`config.mk`:
```
export PLATFORM = sky130hd
export DESIGN_NAME = uop_encode
export DESIGN_NICKNAME = d
export VERILOG_FILES = /design/src/rtl/uop_encode_pkg.sv /design/src/rtl/uop_encode_imm_pack.sv /design/src/rtl/uop_encode.sv
export SDC_FILE = /design/constraint.sdc
export NUM_CORES = 1
export LEC_CHECK = 0
export BUFFER_PORTS_ARGS = -buffer_cell sky130_fd_sc_hd__clkbuf_2
export CAP_MARGIN = 20
export CORE_AREA = 2 2 146 119
export DETAILED_ROUTE_END_ITERATION = 8
export DIE_AREA = 0 0 148 121
export PLACE_DENSITY = 0.74
export SLEW_MARGIN = 20
export SYNTH_ARGS = -nofsm -noshare
export SYNTH_HDL_FRONTEND = slang
export SYNTH_HIERARCHICAL = 1
export SYNTH_SLANG_ARGS = --single-unit
export TNS_END_PERCENT = 1
```
`constraint.sdc`:
```
create_clock -name clk -period 1.77 [get_ports clk]
set_clock_uncertainty 0.15 [all_clocks]
set_input_delay 0.0885 -clock clk [delete_from_list [all_inputs] [get_ports clk]]
set_output_delay 0.0885 -clock clk [all_outputs]
set_load 0.05 [all_outputs]
```
`src/rtl/uop_encode_pkg.sv`:
```
// Shared RV32I decode types: opcode constants, micro-op codes, immediate
// formats and the packed micro-op bundle carried through the skid buffer.
package uop_encode_pkg;

    localparam logic [6:0] OPC_LUI    = 7'b0110111;
    localparam logic [6:0] OPC_AUIPC  = 7'b0010111;
    localparam logic [6:0] OPC_JAL    = 7'b1101111;
    localparam logic [6:0] OPC_JALR   = 7'b1100111;
    localparam logic [6:0] OPC_BRANCH = 7'b1100011;
    localparam logic [6:0] OPC_LOAD   = 7'b0000011;
    localparam logic [6:0] OPC_STORE  = 7'b0100011;
    localparam logic [6:0] OPC_OPIMM  = 7'b0010011;
    localparam logic [6:0] OPC_OP     = 7'b0110011;

    localparam logic [6:0] F7_BASE = 7'h00;
    localparam logic [6:0] F7_ALT  = 7'h20;

    // UOP_NONE is the default member, used for illegal instructions and reset.
    typedef enum logic [5:0] {
        UOP_NONE,
        UOP_LUI, UOP_AUIPC, UOP_JAL, UOP_JALR,
        UOP_BEQ, UOP_BNE, UOP_BLT, UOP_BGE, UOP_BLTU, UOP_BGEU,
        UOP_LB, UOP_LH, UOP_LW, UOP_LBU, UOP_LHU,
        UOP_SB, UOP_SH, UOP_SW,
        UOP_ADDI, UOP_SLTI, UOP_SLTIU, UOP_XORI, UOP_ORI, UOP_ANDI,
        UOP_SLLI, UOP_SRLI, UOP_SRAI,
        UOP_ADD, UOP_SUB, UOP_SLL, UOP_SLT, UOP_SLTU,
        UOP_XOR, UOP_SRL, UOP_SRA, UOP_OR, UOP_AND
    } uopcode_t;

    typedef enum logic [1:0] {
        IMMT_I,
        IMMT_B,
        IMMT_U,
        IMMT_J
    } imm_type_t;

    typedef enum logic [2:0] {
        FMT_R,
        FMT_I,
        FMT_SH,
        FMT_S,
        FMT_B,
        FMT_U,
        FMT_J
    } fmt_t;

    typedef struct packed {
        uopcode_t    uopcode;
        imm_type_t   imm_type;
        logic [19:0] packed_imm;
        logic [4:0]  rd;
        logic [4:0]  rs1;
        logic [4:0]  rs2;
        logic [31:0] pc;
        logic        illegal;
    } uop_t;

    function automatic logic [4:0] reg_if(input logic en, input logic [4:0] idx);
        return en ? idx : 5'd0;
    endfunction

endpackage

```
`src/rtl/uop_encode_imm_pack.sv`:
```
// Combinational immediate packer: folds the format-specific immediate bit
// scatter of an RV32I word into the 20-bit packed form plus its type tag.
module uop_encode_imm_pack
    import uop_encode_pkg::*;
(
    input  logic [31:7] i_bits,
    input  fmt_t        i_fmt,
    output logic [19:0] o_packed_imm,
    output imm_type_t   o_imm_type
);

    always_comb begin
        o_packed_imm = '0;
        o_imm_type   = IMMT_I;
        case (i_fmt)
            FMT_I: o_packed_imm = {i_bits[31], i_bits[30:25], i_bits[24:21], i_bits[20], 8'h00};
            // Stores share the I layout so the unpacker treats them as I-type.
            FMT_S: o_packed_imm = {i_bits[31], i_bits[30:25], i_bits[11:8], i_bits[7], 8'h00};
            FMT_B: begin
                o_packed_imm = {i_bits[31], i_bits[30:25], i_bits[11:8], i_bits[7], 8'h00};
                o_imm_type   = IMMT_B;
            end
            FMT_U: begin
                o_packed_imm = {i_bits[31], i_bits[30:20], i_bits[19:12]};
                o_imm_type   = IMMT_U;
            end
            FMT_J: begin
                o_packed_imm = {i_bits[31], i_bits[30:25], i_bits[24:21], i_bits[20], i_bits[19:12]};
                o_imm_type   = IMMT_J;
            end
            FMT_SH: o_packed_imm = {7'd0, i_bits[24:20], 8'h00};
            default: o_packed_imm = '0;
        endcase
    end

endmodule

```
`src/rtl/uop_encode.sv`:
```
// RV32I decode-stage encoder: field decode into a uop_t, then a 2-entry
// skid buffer (main + skid) with valid/ready on both sides.
module uop_encode
    import uop_encode_pkg::*;
(
    input  logic        clk,
    input  logic        rst_n,
    input  logic        flush,
    input  logic        in_valid,
    output logic        in_ready,
    input  logic [31:0] in_inst,
    input  logic [31:0] in_pc,
    output logic        out_valid,
    input  logic        out_ready,
    output uopcode_t    out_uopcode,
    output imm_type_t   out_imm_type,
    output logic [19:0] out_packed_imm,
    output logic [4:0]  out_rd,
    output logic [4:0]  out_rs1,
    output logic [4:0]  out_rs2,
    output logic [31:0] out_pc,
    output logic        out_illegal
);

    logic [6:0]  w_opcode;
    logic [2:0]  w_funct3;
    logic [6:0]  w_funct7;
    uopcode_t    w_op;
    fmt_t        w_fmt;
    logic        w_use_rd;
    logic        w_use_rs1;
    logic        w_use_rs2;
    logic        w_legal;
    logic [19:0] w_imm;
    imm_type_t   w_immt;
    uop_t        w_uop;

    uop_t        r_main;
    uop_t        r_skid;
    logic        r_main_valid;
    logic        r_skid_valid;
    logic        w_in_fire;
    logic        w_out_fire;

    assign w_opcode = in_inst[6:0];
    assign w_funct3 = in_inst[14:12];
    assign w_funct7 = in_inst[31:25];

    always_comb begin
        w_op      = UOP_NONE;
        w_fmt     = FMT_R;
        w_use_rd  = 1'b0;
        w_use_rs1 = 1'b0;
        w_use_rs2 = 1'b0;
        case (w_opcode)
            OPC_LUI:   begin w_op = UOP_LUI;   w_fmt = FMT_U; w_use_rd = 1'b1; end
            OPC_AUIPC: begin w_op = UOP_AUIPC; w_fmt = FMT_U; w_use_rd = 1'b1; end
            OPC_JAL:   begin w_op = UOP_JAL;   w_fmt = FMT_J; w_use_rd = 1'b1; end
            OPC_JALR: begin
                w_fmt = FMT_I; w_use_rd = 1'b1; w_use_rs1 = 1'b1;
                if (w_funct3 == 3'd0) w_op = UOP_JALR;
            end
            OPC_BRANCH: begin
                w_fmt = FMT_B; w_use_rs1 = 1'b1; w_use_rs2 = 1'b1;
                case (w_funct3)
                    3'd0: w_op = UOP_BEQ;
                    3'd1: w_op = UOP_BNE;
                    3'd4: w_op = UOP_BLT;
                    3'd5: w_op = UOP_BGE;
                    3'd6: w_op = UOP_BLTU;
                    3'd7: w_op = UOP_BGEU;
                    default: w_op = UOP_NONE;
                endcase
            end
            OPC_LOAD: begin
                w_fmt = FMT_I; w_use_rd = 1'b1; w_use_rs1 = 1'b1;
                case (w_funct3)
                    3'd0: w_op = UOP_LB;
                    3'd1: w_op = UOP_LH;
                    3'd2: w_op = UOP_LW;
                    3'd4: w_op = UOP_LBU;
                    3'd5: w_op = UOP_LHU;
                    default: w_op = UOP_NONE;
                endcase
            end
            OPC_STORE: begin
                w_fmt = FMT_S; w_use_rs1 = 1'b1; w_use_rs2 = 1'b1;
                case (w_funct3)
                    3'd0: w_op = UOP_SB;
                    3'd1: w_op = UOP_SH;
                    3'd2: w_op = UOP_SW;
                    default: w_op = UOP_NONE;
                endcase
            end
            OPC_OPIMM: begin
                w_fmt = FMT_I; w_use_rd = 1'b1; w_use_rs1 = 1'b1;
                case (w_funct3)
                    3'd0: w_op = UOP_ADDI;
                    3'd2: w_op = UOP_SLTI;
                    3'd3: w_op = UOP_SLTIU;
                    3'd4: w_op = UOP_XORI;
                    3'd6: w_op = UOP_ORI;
                    3'd7: w_op = UOP_ANDI;
                    3'd1: begin
                        w_fmt = FMT_SH;
                        if (w_funct7 == F7_BASE) w_op = UOP_SLLI;
                    end
                    default: begin
                        w_fmt = FMT_SH;
                        if (w_funct7 == F7_BASE)     w_op = UOP_SRLI;
                        else if (w_funct7 == F7_ALT) w_op = UOP_SRAI;
                    end
                endcase
            end
            OPC_OP: begin
                w_fmt = FMT_R; w_use_rd = 1'b1; w_use_rs1 = 1'b1; w_use_rs2 = 1'b1;
                if (w_funct7 == F7_BASE) begin
                    case (w_funct3)
                        3'd0: w_op = UOP_ADD;
                        3'd1: w_op = UOP_SLL;
                        3'd2: w_op = UOP_SLT;
                        3'd3: w_op = UOP_SLTU;
                        3'd4: w_op = UOP_XOR;
                        3'd5: w_op = UOP_SRL;
                        3'd6: w_op = UOP_OR;
                        default: w_op = UOP_AND;
                    endcase
                end else if (w_funct7 == F7_ALT) begin
                    if (w_funct3 == 3'd0)      w_op = UOP_SUB;
                    else if (w_funct3 == 3'd5) w_op = UOP_SRA;
                end
            end
            default: w_op = UOP_NONE;
        endcase
    end

    assign w_legal = (w_op != UOP_NONE);

    uop_encode_imm_pack u_imm_pack (
        .i_bits       (in_inst[31:7]),
        .i_fmt        (w_fmt),
        .o_packed_imm (w_imm),
        .o_imm_type   (w_immt)
    );

    // Illegal words still flow in order, but carry no operands or immediate.
    always_comb begin
        w_uop.uopcode    = w_op;
        w_uop.imm_type   = w_legal ? w_immt : IMMT_I;
        w_uop.packed_imm = w_legal ? w_imm : 20'd0;
        w_uop.rd         = reg_if(w_legal && w_use_rd,  in_inst[11:7]);
        w_uop.rs1        = reg_if(w_legal && w_use_rs1, in_inst[19:15]);
        w_uop.rs2        = reg_if(w_legal && w_use_rs2, in_inst[24:20]);
        w_uop.pc         = in_pc;
        w_uop.illegal    = !w_legal;
    end

    assign in_ready   = !r_skid_valid;
    assign w_in_fire  = in_valid && in_ready;
    assign w_out_fire = r_main_valid && out_ready;

    // The skid entry only fills while main is held, so in_ready (= !skid)
    // guarantees no input arrives in the cycle skid drains into main.
    always_ff @(posedge clk or negedge rst_n) begin
        if (!rst_n) begin
            r_main       <= '0;
            r_skid       <= '0;
            r_main_valid <= 1'b0;
            r_skid_valid <= 1'b0;
        end else if (flush) begin
            r_main_valid <= 1'b0;
            r_skid_valid <= 1'b0;
        end else if (w_out_fire) begin
            if (r_skid_valid) begin
                r_main       <= r_skid;
                r_skid_valid <= 1'b0;
            end else if (w_in_fire) begin
                r_main <= w_uop;
            end else begin
                r_main_valid <= 1'b0;
            end
        end else if (w_in_fire) begin
            if (!r_main_valid) begin
                r_main       <= w_uop;
                r_main_valid <= 1'b1;
            end else begin
                r_skid       <= w_uop;
                r_skid_valid <= 1'b1;
            end
        end
    end

    assign out_valid      = r_main_valid;
    assign out_uopcode    = r_main.uopcode;
    assign out_imm_type   = r_main.imm_type;
    assign out_packed_imm = r_main.packed_imm;
    assign out_rd         = r_main.rd;
    assign out_rs1        = r_main.rs1;
    assign out_rs2        = r_main.rs2;
    assign out_pc         = r_main.pc;
    assign out_illegal    = r_main.illegal;

endmodule

```
==> out/qor.yml <==
floorplanning:
  dieArea_um2: 17900
  die_y_um: 121
  start_util: 0.494
  rows: 42
  io-pin-count: 147
  core_um2: 16400
  chipWidth_um: 148
drt:
  drtIter0Drc: 454
  viasPerCell: 5.57
  wire_per_inst_um: 16.7
  ant_nets: 0
  vias: 8150
  drc: 0
  drt_wl_total_mm: 24.4
  dr.pass1.iters: 9
logic_synthesis:
  yosys-top-cells-area: "dfrtp_1 (48%), nand2_1 (12%), a21oi_1 (4.6%), nor2_1 (4.1%), a21o_1 (3.6%)"
  synth-seq-cells: 154
  post_synth.cell_area_avg_um2: 8.51
  synth_top_area_share: 0.476
  syn-cell-area_um2: 8100
  ys_seq_area_frac: 0.476
  synth.most_common_cell: "nand2_1"
  netlist_instances: 952
  yosysTopAreaCell: "dfrtp_1"
  synth_nets: 1021
  synth-edff-count: 0
  yosysWarnings: 6
  ys.flop_type: "dfrtp_1"
  synthTopCellsByCount: "nand2_1 (256), dfrtp_1 (154), nor2_1 (89)"
  synthArstFlopShare: 1.00
  ys_types: 69
worst_setup_path:
  worst_path_largest_cell_delay_ns: 0.62
  crit_start: "in_inst[26]"
  path_cells: "buf_6 > or4_4 > nor2_4 > nand4_1 > o211ai_2 > nor4b_4 > buf_12 > buf_4 > a21o_1 > a21oi_2"
  r2r_slack_ns: -0.09
  endpoint_kind: "register"
  arrival_ns: 2.19
  crit_fanout: 8
  critPathLaunchType: "input port"
  r2r_cells: 7
  r2r_end: "out_packed_imm[1]$_DFFE_PN0P_"
  required_ns: 1.97
  cp_num_buf_inv: 3
  r2r-start: "out_valid$_DFFE_PN0P_"
  cp_slowest_cell: "or4_4"
  cp_top_family: "simple AND/OR/NAND/NOR gates"
  path_class: "input port to register"
sta:
  fmax_ghz: 0.502
  worst_pin_slew_ns: 0.553
  period_share: 1.12
  min_period_ns: 1.99
  setup_viol: 78
  finalMaxSlewViolations: 0
  rsz0062_at_grt: "true"
  slew_headroom: 0.631
  finalHoldViolCount: 0
  fin_ws_ns: -0.220
  hold_ws_ns: 0.0272
  finalSetupTns_ns: -9.75
finish:
  diodes: 0
  drive_above_1_share: 0.329
  nets: 1299
  syn_to_final_growth_pct: 42.3
grt:
  grt_pass1_vias: 7937
  grtUsageTotal: 0.277
  grt-ovfl-total: 0
  antenna_found_initial: 0
  grt_max_degree: 54
  grt_pass1_wl_mm: 39.7
placed_design:
  place_congestion: 0.885
  port_buffers: 146
  dp_slack_ns: -0.834
  hpwl_mm: 16.3
cts:
  clk_pin_slew_worst_paths_ns: 0.06
  cts-htree-levels: 4
  root_buffer: "clkbuf_16"
  cts_tree: "yes"
  clk_latency_ns: 0.42
  clockBufferDepth: 2
  cts-buffers-inserted: 17
  cts.sinks: 154
min_path:
  holdPathStages: 5
  hold-path-endpoint: "r_skid[61]$_DFFE_PN0P_"
  hp-start: "in_inst[25]"
  min_path_type: "input port to register"
power:
  leakagePower_nw: 5.32
  combPwrFrac: 0.275
  power.density_nw_per_um2: 971
  power.total_mw: 11.2
  ir_drop_v: 0.000715
  p_switching_mw: 4.02
  p_int_mw: 7.17
  p_clk_frac: 0.337
  swShare: 0.359
  seqPwrFrac: 0.387
job:
  max-cap-violations: 0
status:
  outcome: "complete, but fails checks"
  violations: "negative setup slack"
area by class of cell:
class	count	area (um2)
clock buffers	19	453
inverters	6	26.3
clock inverters	13	153
multi-input cells	714	4170
well taps	220	275
flip-flops and latches	154	3850
fillers	1252	4870
repair buffers	337	2600
worst max-delay path by stage:
stage | endpoint | slack (ns) | cells after the start
finish | out_packed_imm[19]$_DFFE_PN0P_ | -0.22 | 10
global route | r_skid[40]$_DFFE_PN0P_ | -0.25 | 10
CTS | r_skid[40]$_DFFE_PN0P_ | -0.17 | 10
detailed placement | r_skid[65]$_DFFE_PN0P_ | -0.83 | 9
global placement | r_skid[66]$_DFFE_PN0P_ | -0.76 | 9
floorplan | out_packed_imm[0]$_DFFE_PN0P_ | -0.30 | 9
metal layers:
layer,routed length [um],up-vias,GRT usage
met5,0,-,0
met4,588,0,0.0952
met1,10700,3917,0.381
met3,1570,50,0.0447
met2,11600,359,0.447
li1,-,3824,-
timing repair:
action | in CTS | in global routing
gates resized for setup | 35 | 70
setup buffers | 4 | 1
endpoints found under the hold margin | 259 | 0
hold buffers | 51 | 0
setup endpoints to repair | 124 | 126
pin swaps | 14 | 19
worst min-delay path, delay by kind of cell:
family / cells / cell delay, ns
simple gates: 2 / 0.20
buf+inv: 2 / 0.23
compound gates: 1 / 0.05
metrics by stage:
step / utilization / instances / instance area, um2
CTS: 0.689 / 1462 / 11300
detailed placement: 0.610 / 1375 / 10000
global route: 0.703 / 1463 / 11500
global placement: 0.610 / 1375 / 10000
floorplan: - / 952 / 8150
finish: 0.703 / 1463 / 11500
power groups by stage:
| stage | Sequential, mW | Clock (mW) | Combinational (mW) |
|---|---|---|---|
| global placement | 4.37 | 0 | 2.86 |
| global route | 4.39 | 3.99 | 3.29 |
| finish | 4.34 | 3.77 | 3.08 |
| detailed placement | 4.39 | 0 | 2.90 |
| floorplan | 5.47 | 0 | 0.830 |
| CTS | 4.33 | 3.80 | 3.03 |
kinds of logic after synthesis:
group,synth area share
and+or+nand+nor,0.261
AOI/OAI and AO/OA,0.205
DFF,0.476
buffers and inverters,0.0486
xor gates and xnor gates,0.00525
muxes,0.00386
adders and majority gates,0.00124
state kept, by name, summed over array words and instances, names as in the netlist:
name and count:
out_rd 5, out_rs1 5, out_illegal 1, r_skid 76, out_pc 32, out_packed_imm 20, out_uopcode 6, out_valid 1
out_imm_type 2, r_skid_valid 1, out_rs2 5
cell usage in the layout (no fill, tap or decap), drive strengths merged, types with 21 or more instances in the layout:
cell	synthesis	final
o21ai	39	39
nor2	91	91
a21o	39	39
nand3	21	21
buf	28	145
dfrtp	154	154
nand2	256	256
a21oi	93	93
a31oi	33	33
dlygate4sd3	0	51
clkbuf	50	160
Power figures use the tool's default switching activity.
